===== config.mk =====
export PLATFORM = sky130hd
export DESIGN_NAME = irrigacao_multizona
export DESIGN_NICKNAME = d
export VERILOG_FILES = /design/src/rtl/irrigacao_multizona_pkg.sv /design/src/rtl/irrigacao_multizona_arbitro_rr.sv /design/src/rtl/irrigacao_multizona.sv
export SDC_FILE = /design/constraint.sdc
export NUM_CORES = 1
export LEC_CHECK = 0
export CAP_MARGIN = 5
export CORE_AREA = 3 3 82 84
export DETAILED_ROUTE_END_ITERATION = 12
export DIE_AREA = 0 0 85 87
export GPL_ROUTABILITY_DRIVEN = 0
export PLACE_DENSITY = 0.46
export SYNTH_ARGS = -nofsm -noshare
export SYNTH_HDL_FRONTEND = slang
export SYNTH_SLANG_ARGS = --single-unit

===== constraint.sdc =====
create_clock -name i_Clock -period 4.3 [get_ports i_Clock]
set_input_delay 1.075 -clock i_Clock [delete_from_list [all_inputs] [get_ports i_Clock]]
set_output_delay 1.075 -clock i_Clock [all_outputs]
set_load 0.005 [all_outputs]

===== src/rtl/irrigacao_multizona_pkg.sv =====
// Shared types and helpers for the multi-zone irrigation controller:
// state encoding, tank sensor plausibility check and width helpers.
package irrigacao_pkg;

  typedef enum logic [2:0] {
    OCIOSO,
    ENCHENDO,
    ASPERSAO,
    GOTEJAMENTO,
    AGRO,
    LIMPEZA,
    SAIDA_LIMPEZA,
    ERRO
  } estado_t;

  // A wetted upper sensor above a dry lower one is physically impossible.
  function automatic logic sensor_fault(input logic h, input logic m, input logic l);
    return (h & ~m) | (m & ~l) | (h & ~l);
  endfunction

  function automatic int unsigned max_u(input int unsigned a, input int unsigned b);
    return (a > b) ? a : b;
  endfunction

  function automatic int unsigned idx_width(input int unsigned n);
    return (n < 2) ? 1 : $clog2(n);
  endfunction

  function automatic int unsigned cnt_width(input int unsigned a, input int unsigned b,
                                            input int unsigned c, input int unsigned d,
                                            input int unsigned e);
    return $clog2(max_u(max_u(max_u(a, b), max_u(c, d)), e)) + 1;
  endfunction

  function automatic logic [7:0] state_flags(input estado_t s);
    logic [7:0] f;
    f = '0;
    case (s)
      OCIOSO:        f[7] = 1'b1;
      ENCHENDO:      f[6] = 1'b1;
      ASPERSAO:      f[5] = 1'b1;
      GOTEJAMENTO:   f[4] = 1'b1;
      AGRO:          f[3] = 1'b1;
      LIMPEZA:       f[2] = 1'b1;
      SAIDA_LIMPEZA: f[1] = 1'b1;
      ERRO:          f[0] = 1'b1;
      default:       f    = '0;
    endcase
    return f;
  endfunction

  function automatic logic drives_zone(input estado_t s);
    return (s == ASPERSAO) || (s == GOTEJAMENTO) || (s == AGRO) || (s == LIMPEZA);
  endfunction

endpackage


===== src/rtl/irrigacao_multizona_arbitro_rr.sv =====
// Round-robin zone arbiter: picks the first requesting zone after the pointer,
// skipping sprinkler zones while it is hot.
module arbitro_rr
  import irrigacao_pkg::*;
#(
  parameter int unsigned N_ZONES = 4,
  parameter int unsigned ZW      = idx_width(N_ZONES)
) (
  input  logic [N_ZONES-1:0] i_req,
  input  logic [ZW-1:0]      i_ptr,
  input  logic [N_ZONES-1:0] i_modo,
  input  logic               i_T,
  output logic [ZW-1:0]      o_idx,
  output logic               o_valid
);

  logic [N_ZONES-1:0] w_elig;

  assign w_elig = i_req & (i_T ? ~i_modo : '1);

  // Scan from farthest to nearest so the zone closest after the pointer wins.
  always_comb begin
    int unsigned j;
    o_idx   = '0;
    o_valid = 1'b0;
    j       = 0;
    for (int unsigned k = N_ZONES; k >= 1; k--) begin
      j = (32'(i_ptr) + k) % N_ZONES;
      if (w_elig[j]) begin
        o_idx   = ZW'(j);
        o_valid = 1'b1;
      end
    end
  end

endmodule


===== src/rtl/irrigacao_multizona.sv =====
// Control core for one shared tank feeding N_ZONES irrigation zones: fill,
// timed sprinkler/drip cycles, agrochemical dosing with mandatory flush, fault handling.
module irrigacao_multizona
  import irrigacao_pkg::*;
#(
  parameter int unsigned N_ZONES      = 4,
  parameter int unsigned ASP_CYCLES   = 50,
  parameter int unsigned GOT_CYCLES   = 100,
  parameter int unsigned AGRO_CYCLES  = 30,
  parameter int unsigned CLEAN_CYCLES = 20,
  parameter int unsigned FILL_TIMEOUT = 200,
  localparam int unsigned ZW          = idx_width(N_ZONES)
) (
  input  logic               i_Clock,
  input  logic               i_Reset,
  input  logic               i_H,
  input  logic               i_M,
  input  logic               i_L,
  input  logic [N_ZONES-1:0] i_Us,
  input  logic [N_ZONES-1:0] i_Modo,
  input  logic               i_T,
  input  logic               i_Ag,
  input  logic               i_Ack_Erro,
  output logic               o_Ve,
  output logic               o_Bs,
  output logic               o_Bs_Ag,
  output logic [N_ZONES-1:0] o_Vz,
  output logic [ZW-1:0]      o_Zona,
  output logic               o_Al,
  output logic               o_E,
  output logic               o_S_Ocioso,
  output logic               o_S_Enchendo,
  output logic               o_S_Aspersao,
  output logic               o_S_Gotejamento,
  output logic               o_S_Agro,
  output logic               o_S_Limpeza,
  output logic               o_S_SaidaLimpeza,
  output logic               o_S_Erro
);

  localparam int unsigned CW = cnt_width(ASP_CYCLES, GOT_CYCLES, AGRO_CYCLES,
                                         CLEAN_CYCLES, FILL_TIMEOUT);
  localparam logic [CW-1:0] ASP_LAST   = CW'(ASP_CYCLES - 1);
  localparam logic [CW-1:0] GOT_LAST   = CW'(GOT_CYCLES - 1);
  localparam logic [CW-1:0] AGRO_LAST  = CW'(AGRO_CYCLES - 1);
  localparam logic [CW-1:0] CLEAN_LAST = CW'(CLEAN_CYCLES - 1);
  localparam logic [CW-1:0] FILL_LAST  = CW'(FILL_TIMEOUT - 1);
  localparam logic [ZW-1:0] PTR_RESET  = ZW'(N_ZONES - 1);

  estado_t            r_state;
  estado_t            w_next;
  logic [CW-1:0]      r_cnt;
  logic               r_ag_pend;
  logic [ZW-1:0]      r_zona;
  logic [ZW-1:0]      r_ptr;
  logic [ZW-1:0]      w_next_zona;
  logic [ZW-1:0]      w_grant_idx;
  logic               w_grant_valid;
  logic               w_grant_take;
  logic               w_fault;
  logic [N_ZONES-1:0] w_vz_next;

  logic               r_ve;
  logic               r_bs;
  logic               r_bs_ag;
  logic               r_al;
  logic               r_e;
  logic [N_ZONES-1:0] r_vz;
  logic [7:0]         r_flags;

  assign w_fault = sensor_fault(i_H, i_M, i_L);

  arbitro_rr #(
    .N_ZONES(N_ZONES),
    .ZW     (ZW)
  ) u_arbitro (
    .i_req  (i_Us),
    .i_ptr  (r_ptr),
    .i_modo (i_Modo),
    .i_T    (i_T),
    .o_idx  (w_grant_idx),
    .o_valid(w_grant_valid)
  );

  // Priority inside each state: fault > low tank > cycle end > soil/temperature abort.
  always_comb begin
    w_next       = r_state;
    w_next_zona  = r_zona;
    w_grant_take = 1'b0;
    if (w_fault) begin
      w_next = ERRO;
    end else begin
      case (r_state)
        OCIOSO: begin
          if (!i_L) begin
            w_next = ENCHENDO;
          end else if (w_grant_valid) begin
            w_grant_take = 1'b1;
            w_next_zona  = w_grant_idx;
            if (r_ag_pend)                w_next = AGRO;
            else if (i_Modo[w_grant_idx]) w_next = ASPERSAO;
            else                          w_next = GOTEJAMENTO;
          end
        end
        ENCHENDO: begin
          if (i_H)                     w_next = OCIOSO;
          else if (r_cnt == FILL_LAST) w_next = ERRO;
        end
        ASPERSAO: begin
          if (!i_L)                                               w_next = ENCHENDO;
          else if ((r_cnt == ASP_LAST) || !i_Us[r_zona] || i_T)   w_next = OCIOSO;
        end
        GOTEJAMENTO: begin
          if (!i_L)                                      w_next = ENCHENDO;
          else if ((r_cnt == GOT_LAST) || !i_Us[r_zona]) w_next = OCIOSO;
        end
        AGRO: begin
          if ((r_cnt == AGRO_LAST) || !i_L) w_next = LIMPEZA;
        end
        LIMPEZA: begin
          if (!i_L)                     w_next = ERRO;
          else if (r_cnt == CLEAN_LAST) w_next = SAIDA_LIMPEZA;
        end
        SAIDA_LIMPEZA: w_next = OCIOSO;
        ERRO: begin
          if (i_Ack_Erro) w_next = OCIOSO;
        end
        default: w_next = OCIOSO;
      endcase
    end
  end

  always_comb begin
    w_vz_next = '0;
    if (drives_zone(w_next)) w_vz_next[w_next_zona] = 1'b1;
  end

  // Outputs are decoded from the next state so they register alongside it.
  always_ff @(posedge i_Clock) begin
    if (!i_Reset) begin
      r_state   <= OCIOSO;
      r_cnt     <= '0;
      r_ag_pend <= 1'b0;
      r_zona    <= '0;
      r_ptr     <= PTR_RESET;
      r_ve      <= 1'b0;
      r_bs      <= 1'b0;
      r_bs_ag   <= 1'b0;
      r_al      <= 1'b0;
      r_e       <= 1'b0;
      r_vz      <= '0;
      r_flags   <= 8'b1000_0000;
    end else begin
      r_state <= w_next;
      r_zona  <= w_next_zona;
      if (w_grant_take) r_ptr <= w_grant_idx;

      if (w_next != r_state) r_cnt <= '0;
      else if (r_cnt != '1)  r_cnt <= r_cnt + 1'b1;

      if ((r_state == LIMPEZA) && (w_next == SAIDA_LIMPEZA)) r_ag_pend <= 1'b0;
      else if (i_Ag && (r_state != ERRO))                      r_ag_pend <= 1'b1;

      r_ve    <= (w_next == ENCHENDO);
      r_bs    <= drives_zone(w_next);
      r_bs_ag <= (w_next == AGRO);
      r_al    <= ((w_next == ENCHENDO) && !i_L) || (w_next == ERRO);
      r_e     <= (w_next == ERRO);
      r_vz    <= w_vz_next;
      r_flags <= state_flags(w_next);
    end
  end

  assign o_Ve             = r_ve;
  assign o_Bs             = r_bs;
  assign o_Bs_Ag          = r_bs_ag;
  assign o_Vz             = r_vz;
  assign o_Zona           = r_zona;
  assign o_Al             = r_al;
  assign o_E              = r_e;
  assign o_S_Ocioso       = r_flags[7];
  assign o_S_Enchendo     = r_flags[6];
  assign o_S_Aspersao     = r_flags[5];
  assign o_S_Gotejamento  = r_flags[4];
  assign o_S_Agro         = r_flags[3];
  assign o_S_Limpeza      = r_flags[2];
  assign o_S_SaidaLimpeza = r_flags[1];
  assign o_S_Erro         = r_flags[0];

endmodule

# After elaboration in Yosys (flattened, before gate mapping)

Cells that the tools add are included.

$add $sub $neg: 5
Multipliers: 0
Div/mod/pow operators: 0
$lt $le $gt $ge: 8
Equality and inequality tests: 22
Shift-type cells: 0
Mux-type cells: 55
Bitwise operators: 10
Reductions and logical operators: 19

Operators by type and width:

| kind                                                        | number |
|---|---|
| two-way mux 3 bit                                           | 14 |
| == test 3 bit (second input constant)                       | 8 |
| two-way mux 1 bit                                           | 24 |
| case mux 3 bit (8 select lines)                             | 1 |
| less-than comparator 2 x 3 -> 1 bit (second input constant) | 7 |
| == test 9 x 5 -> 1 bit (second input constant)              | 2 |
| two-way mux 2 bit                                           | 8 |
| binary-select mux 1 bit (select 2 bit)                      | 6 |
| == test 3 x 2 -> 1 bit (second input constant)              | 4 |
| adder 9 x 1 -> 9 bit (second input constant)                | 1 |
| == test 9 x 6 -> 1 bit (second input constant)              | 1 |
| == test 9 x 7 -> 1 bit (second input constant)              | 1 |
| == test 9 x 8 -> 1 bit (second input constant)              | 1 |
| != test 9 bit (second input constant)                       | 1 |
| logical OR 1 bit                                            | 8 |
| == test 3 x 1 -> 1 bit (second input constant)              | 2 |
| logical NOT 3 bit                                           | 2 |
| adder 2 x 1 -> 2 bit (second input constant)                | 2 |
| adder 2 bit (second input constant)                         | 2 |
| AND 4 bit                                                   | 1 |
| logical AND 1 bit                                           | 4 |
| two-way mux 4 bit                                           | 1 |
| NOT 4 bit                                                   | 1 |
| OR reduction 2 bit                                          | 2 |
| 9 further kinds                                             | 15 |

Register bits: 34
Bits in latches: 0
Bits in writable memories: 0
Bits in read-only memories: 0
Output and inout port bits: 19
Logic and storage cells: 131
Memories kept: 0

# Depth between registers and ports, before layout

Word-level depth: 22
Mapped depth: 9
Gate-level depth less buffers: 8

# Modules after synthesis

From an unflattened synthesis, not the netlist that was laid out.

Cell total of the unflattened synthesis: 212
Area, all modules: 1,839.3 µm²

By module, submodules not included:

| module              | instances | cells each | area each (µm²) | sequential area each (µm²) |
|---|---|---|---|---|
| irrigacao_multizona | 1         | 181        | 1,600.3         | 620.6 |
| arbitro_rr          | 1         | 31         | 239.0           | 0.0 |

# Worst setup path before layout

OpenSTA, ideal clock, no wires.

Path type: input port to flip-flop
Start point: in i_T
End point: reg r_cnt[1]
Library setup time: 0.100 ns
Data arrival time: 2.961 ns
Data required time: 4.200 ns
Path slack: 1.239 ns
Cell stages on the path: 9
Path buffers: 3
Cell sequence: buf_2 a21boi_1 a21oi_1 a2111oi_0 or4b_1 buf_2 o21a_1 buf_6 a2111oi_4

Longest elaborated chain between the ends: 18

Ends and longest elaborated chain:

| item                                    | RTL line                             | RTL |
|---|---|---|
| from (decl)                             | irrigacao_multizona.sv:21            | `input logic i_T,` |
| two-way mux 4 bit                       | irrigacao_multizona_arbitro_rr.sv:19 | `assign w_elig = i_req & (i_T ? ~i_modo : '1);` |
| AND 4 bit                               | irrigacao_multizona_arbitro_rr.sv:19 |  |
| binary-select mux 1 bit (select 2 bit)  | irrigacao_multizona_arbitro_rr.sv:29 | `if (w_elig[j]) begin` |
| two-way mux 1 bit (not written as such) | irrigacao_multizona_arbitro_rr.sv:29 |  |
| two-way mux 2 bit (4 in a row)          | irrigacao_multizona_arbitro_rr.sv:29 |  |
| binary-select mux 1 bit (select 2 bit)  | irrigacao_multizona.sv:101           | `else if (i_Modo[w_grant_idx]) w_next = ASPERSAO;` |
| two-way mux 1 bit (not written as such) | irrigacao_multizona.sv:101           |  |
| two-way mux 1 bit                       | irrigacao_multizona.sv:101           |  |
| two-way mux 3 bit                       | irrigacao_multizona.sv:100           | `if (r_ag_pend) w_next = AGRO;` |
| two-way mux 3 bit                       | irrigacao_multizona.sv:97            | `end else if (w_grant_valid) begin` |
| two-way mux 3 bit                       | irrigacao_multizona.sv:95            | `if (!i_L) begin` |
| case mux 3 bit (8 select lines) (*)     | irrigacao_multizona.sv:93            | `case (r_state)` |
| two-way mux 3 bit (*)                   | irrigacao_multizona.sv:90            | `if (w_fault) begin` |
| != test 3 bit (*)                       | irrigacao_multizona.sv:158           | `if (w_next != r_state) r_cnt <= '0;` |
| OR reduction 2 bit (no line) (*)        | --                                   |  |
| to (signal assigned)                    | irrigacao_multizona.sv:159           | `else if (r_cnt != '1) r_cnt <= r_cnt + 1'b1;` |
| to (decl)                               | irrigacao_multizona.sv:52            | `logic [CW-1:0] r_cnt;` |

Every way passes the cells marked *; elsewhere a longest branch is shown, timed or not. The select of a mux whose other input is x is not followed.
A chain may end at the register's enable or synchronous reset.

# Final worst setup path

Ends and elaborated chain as after synthesis.

==> run_summary.xml <==
<?xml version="1.0" encoding="UTF-8"?>
<metrics>
  <group name="route">
    <metric name="routed_via_density" unit="">5.259</metric>
    <metric name="drt-total-wl" unit="microns">4571</metric>
    <metric name="antenna_left" unit="">0</metric>
    <metric name="vias" unit="">1625</metric>
    <metric name="drt-pass1-iter-count" unit="">4</metric>
    <metric name="drt_iter0_markers" unit="">113</metric>
    <metric name="drc" unit="">0</metric>
    <metric name="avgRoutedWirePerCell" unit="microns">14.79</metric>
  </group>
  <group name="critical_path">
    <metric name="crit_path_max_fanout" unit="">9</metric>
    <metric name="worst-endpoint-arrival" unit="ps">3860</metric>
    <metric name="worst_setup_sp_type" unit="">input pin</metric>
    <metric name="endpoint_kind" unit="">flip-flop</metric>
    <metric name="timing_worst_setup_path_type" unit="">input pin to flip-flop</metric>
    <metric name="rr_endpoint" unit="">o_Vz[0]$_SDFF_PN0_</metric>
    <metric name="reg2reg_slack" unit="ps">1480</metric>
    <metric name="r2r_start" unit="">r_state[0]$_SDFF_PN0_</metric>
    <metric name="cp.required" unit="ps">4480</metric>
    <metric name="worst-r2r-cell-count" unit="">6</metric>
  </group>
  <group name="worst_hold_path">
    <metric name="hold_path_depth" unit="">2</metric>
    <metric name="min-delay-path-class" unit="">flip-flop to flip-flop</metric>
    <metric name="min-delay-start" unit="">r_cnt[8]$_SDFFE_PP0P_</metric>
    <metric name="worst_hold_path.endpoint" unit="">r_cnt[8]$_SDFFE_PP0P_</metric>
  </group>
  <group name="cts">
    <metric name="numCtsBuffers" unit="">5</metric>
    <metric name="cts_repair_resize_count" unit="">0</metric>
    <metric name="clock-sinks" unit="">31</metric>
    <metric name="cts_tree" unit="">built</metric>
    <metric name="cts.htree.levels" unit="">2</metric>
    <metric name="clk_pin_slew" unit="ps">60</metric>
    <metric name="clock_tree.buffer_depth" unit="">2</metric>
    <metric name="cts.root.buffer_cell" unit="">sky130_fd_sc_hd__clkbuf_8</metric>
    <metric name="clock_latency" unit="ps">280</metric>
    <metric name="holdBufCountCts" unit="">0</metric>
    <metric name="cts_post_setup_buffers_inserted" unit="">0</metric>
  </group>
  <group name="yosys">
    <metric name="synthesis.area" unit="sq um">1790</metric>
    <metric name="syn_area_per_cell" unit="sq um">8.820</metric>
    <metric name="synth_cells" unit="">203</metric>
    <metric name="netlist-cell-type-count" unit="">54</metric>
    <metric name="asyncSetResetFlopFracSynth" unit="%">0</metric>
    <metric name="yosysWarningCount" unit="">0</metric>
    <metric name="synth_ff_type" unit="">sky130_fd_sc_hd__dfxtp_1</metric>
    <metric name="synth_fp_nets" unit="">222</metric>
    <metric name="synth_seq_cells" unit="">31</metric>
    <metric name="synth_edf_count" unit="">0</metric>
    <metric name="synth_sequential_area_ratio" unit="%">34.66</metric>
  </group>
  <group name="sta">
    <metric name="period_minus_slack" unit="ps">3677</metric>
    <metric name="totalNegativeSetupSlack" unit="ps">0</metric>
    <metric name="finClkSkew" unit="ps">3.641</metric>
    <metric name="slew_violations" unit="">0</metric>
    <metric name="max_slew_margin" unit="%">55.05</metric>
    <metric name="fin_crit_sh" unit="%">85.51</metric>
    <metric name="maxClockFrequency" unit="MHz">272.0</metric>
    <metric name="final_hold_viol_count" unit="">0</metric>
    <metric name="final_setup_violation_count" unit="">0</metric>
    <metric name="finalWorstSetupSlack" unit="ps">623.0</metric>
    <metric name="worst_slew_pin_slew" unit="ps">668.2</metric>
    <metric name="rsz0062_at_grt" unit="">no</metric>
  </group>
  <group name="finish">
    <metric name="diodes" unit="">0</metric>
    <metric name="nFillCells" unit="">597</metric>
    <metric name="finish.net_count" unit="">253</metric>
    <metric name="syn_to_final_growth" unit="%">25.86</metric>
    <metric name="drive_above_1_share" unit="%">7.692</metric>
  </group>
  <group name="global_route">
    <metric name="gr_met2_demand_resource" unit="%">19.56</metric>
    <metric name="track_usage" unit="%">12.92</metric>
    <metric name="global_route.usage.met3" unit="%">3.311</metric>
    <metric name="top_usage_layer" unit="">met2</metric>
    <metric name="number_of_global_route_vias_before_repair" unit="">1561</metric>
    <metric name="grt_start_max_net_pins" unit="">15</metric>
    <metric name="antenna_found_initial" unit="">0</metric>
    <metric name="global_route.overflow_total" unit="">0</metric>
    <metric name="grt_pass1_wl" unit="microns">7631</metric>
    <metric name="grtUsageMet1" unit="%">17.67</metric>
  </group>
  <group name="floorplan">
    <metric name="die-height" unit="microns">87</metric>
    <metric name="chipWidth" unit="microns">85</metric>
    <metric name="row_count" unit="">28</metric>
    <metric name="floorplan.io_pins" unit="">35</metric>
    <metric name="core" unit="sq um">5991</metric>
    <metric name="dieArea" unit="sq um">7395</metric>
    <metric name="start_util" unit="%">29.89</metric>
  </group>
  <group name="flow_run">
    <metric name="maxCapViolations" unit="">0</metric>
  </group>
  <group name="power">
    <metric name="cellLeakagePower" unit="nW">0.7976</metric>
    <metric name="power-per-cell-area" unit="nW/um^2">318.7</metric>
    <metric name="max-vdd-ir-drop" unit="mV">0.1092</metric>
  </group>
  <group name="place">
    <metric name="portBuffers" unit="">34</metric>
    <metric name="place_ws" unit="ps">378.7</metric>
    <metric name="dp_hpwl" unit="microns">3440</metric>
  </group>
  <group name="run_status">
    <metric name="outcome" unit="">finished clean</metric>
  </group>
</metrics>
[metal layers]
layer	vias up	share of wire, %
met3	6	4.5
met1	762	50
li1	817	-
met5	-	0
met2	40	44
met4	0	1.5
[flip-flops by register name (all words and copies together), names as in the netlist]
signal / flops
r_cnt: 9
r_ptr: 2
o_Al: 1
r_flags: 8
o_Bs: 1
o_Vz: 4
o_Zona: 2
r_state: 3
r_ag_pend: 1
[area by class of cell]
class	instances	area [sq um]	area share, %
timing repair buffer	35	347.8	15.44
clock inverter	1	5.005	0.2221
sequential	31	620.6	27.54
clock buffer	6	82.58	3.665
multi-input combinational	151	1066	47.31
inverter	10	37.54	1.666
tap	75	93.84	4.164
[cell usage after synthesis (all sizes together), types with 4 or more instances]
cell | instances | area [sq um]
a21oi | 7 | 35.03
a31oi | 4 | 25.02
and2 | 5 | 31.28
and3 | 4 | 25.02
buf | 7 | 51.30
clkbuf | 4 | 15.01
dfxtp | 31 | 620.6
inv | 10 | 37.54
nand2 | 9 | 33.78
nand2b | 8 | 50.05
nand3 | 10 | 50.05
nor2 | 7 | 26.28
nor3 | 15 | 75.07
nor4 | 4 | 25.02
nor4b | 4 | 35.03
o21ai | 7 | 35.03
or3 | 5 | 31.28
or4b | 4 | 43.79
xor2 | 7 | 61.31
[cells in the final DEF (no fill, tap or decap), types with 6 or more instances in the layout]
| master | instances |
|---|---|
| sky130_fd_sc_hd__a21oi_1 | 7 |
| sky130_fd_sc_hd__clkbuf_8 | 6 |
| sky130_fd_sc_hd__clkdlybuf4s50_1 | 34 |
| sky130_fd_sc_hd__dfxtp_1 | 31 |
| sky130_fd_sc_hd__inv_1 | 10 |
| sky130_fd_sc_hd__nand2_1 | 9 |
| sky130_fd_sc_hd__nand2b_1 | 8 |
| sky130_fd_sc_hd__nand3_1 | 10 |
| sky130_fd_sc_hd__nor2_1 | 7 |
| sky130_fd_sc_hd__nor3_1 | 15 |
| sky130_fd_sc_hd__o21ai_0 | 7 |
| sky130_fd_sc_hd__xor2_1 | 7 |
[worst max-delay path by stage]
stage               start                    end  slack [ps]  cells after the start
global route          i_T  r_cnt[1]$_SDFFE_PP0P_         470                      7
finish                i_T  r_cnt[1]$_SDFFE_PP0P_         620                      7
detailed placement    i_T  r_cnt[1]$_SDFFE_PP0P_         380                      7
CTS                   i_T  r_cnt[1]$_SDFFE_PP0P_         660                      7
global placement      i_T  r_cnt[1]$_SDFFE_PP0P_         430                      7
floorplan             i_T  r_cnt[1]$_SDFFE_PP0P_        1240                      9
[worst max-delay path, cell delays in order]
cell                              delay [ps]
sky130_fd_sc_hd__clkdlybuf4s50_1         630
sky130_fd_sc_hd__a21boi_1                160
sky130_fd_sc_hd__a21oi_1                 390
sky130_fd_sc_hd__a2111oi_0               180
sky130_fd_sc_hd__or4b_1                  690
sky130_fd_sc_hd__o21a_1                  380
sky130_fd_sc_hd__a2111oi_4               350
[power breakdown]
part           leakage [nW]  total (W)  internal [W]  switching, W
Sequential            0.253   0.000323      0.000305     0.0000184
Clock                0.0470   0.000232      0.000125      0.000106
Combinational         0.497   0.000163     0.0000779     0.0000852
[cell families after synthesis]
| logic type | synth area share (%) |
|---|---|
| simple gates | 29.70 |
| compound gates | 20.96 |
| flops | 34.66 |
| buf+inv | 5.800 |
| xor+xnor | 4.403 |
| mux | 2.376 |
| fa+ha+maj | 2.097 |
[through the flow]
step	cell area [sq um]	hold WS, ps	util (%)	total power, W	cells
final	2253	563.4	37.61	0.0007182	309
after global routing	2253	623.6	37.61	0.0007618	309
after CTS	2253	574.7	37.61	0.0007308	309
after detailed placement	2166	565.0	36.15	0.0004915	302
after global placement	2166	557.5	36.15	0.0004949	302
after floorplan	1790	527.3	-	0.0004262	203
No activity file was read; power rests on OpenSTA's default activity.
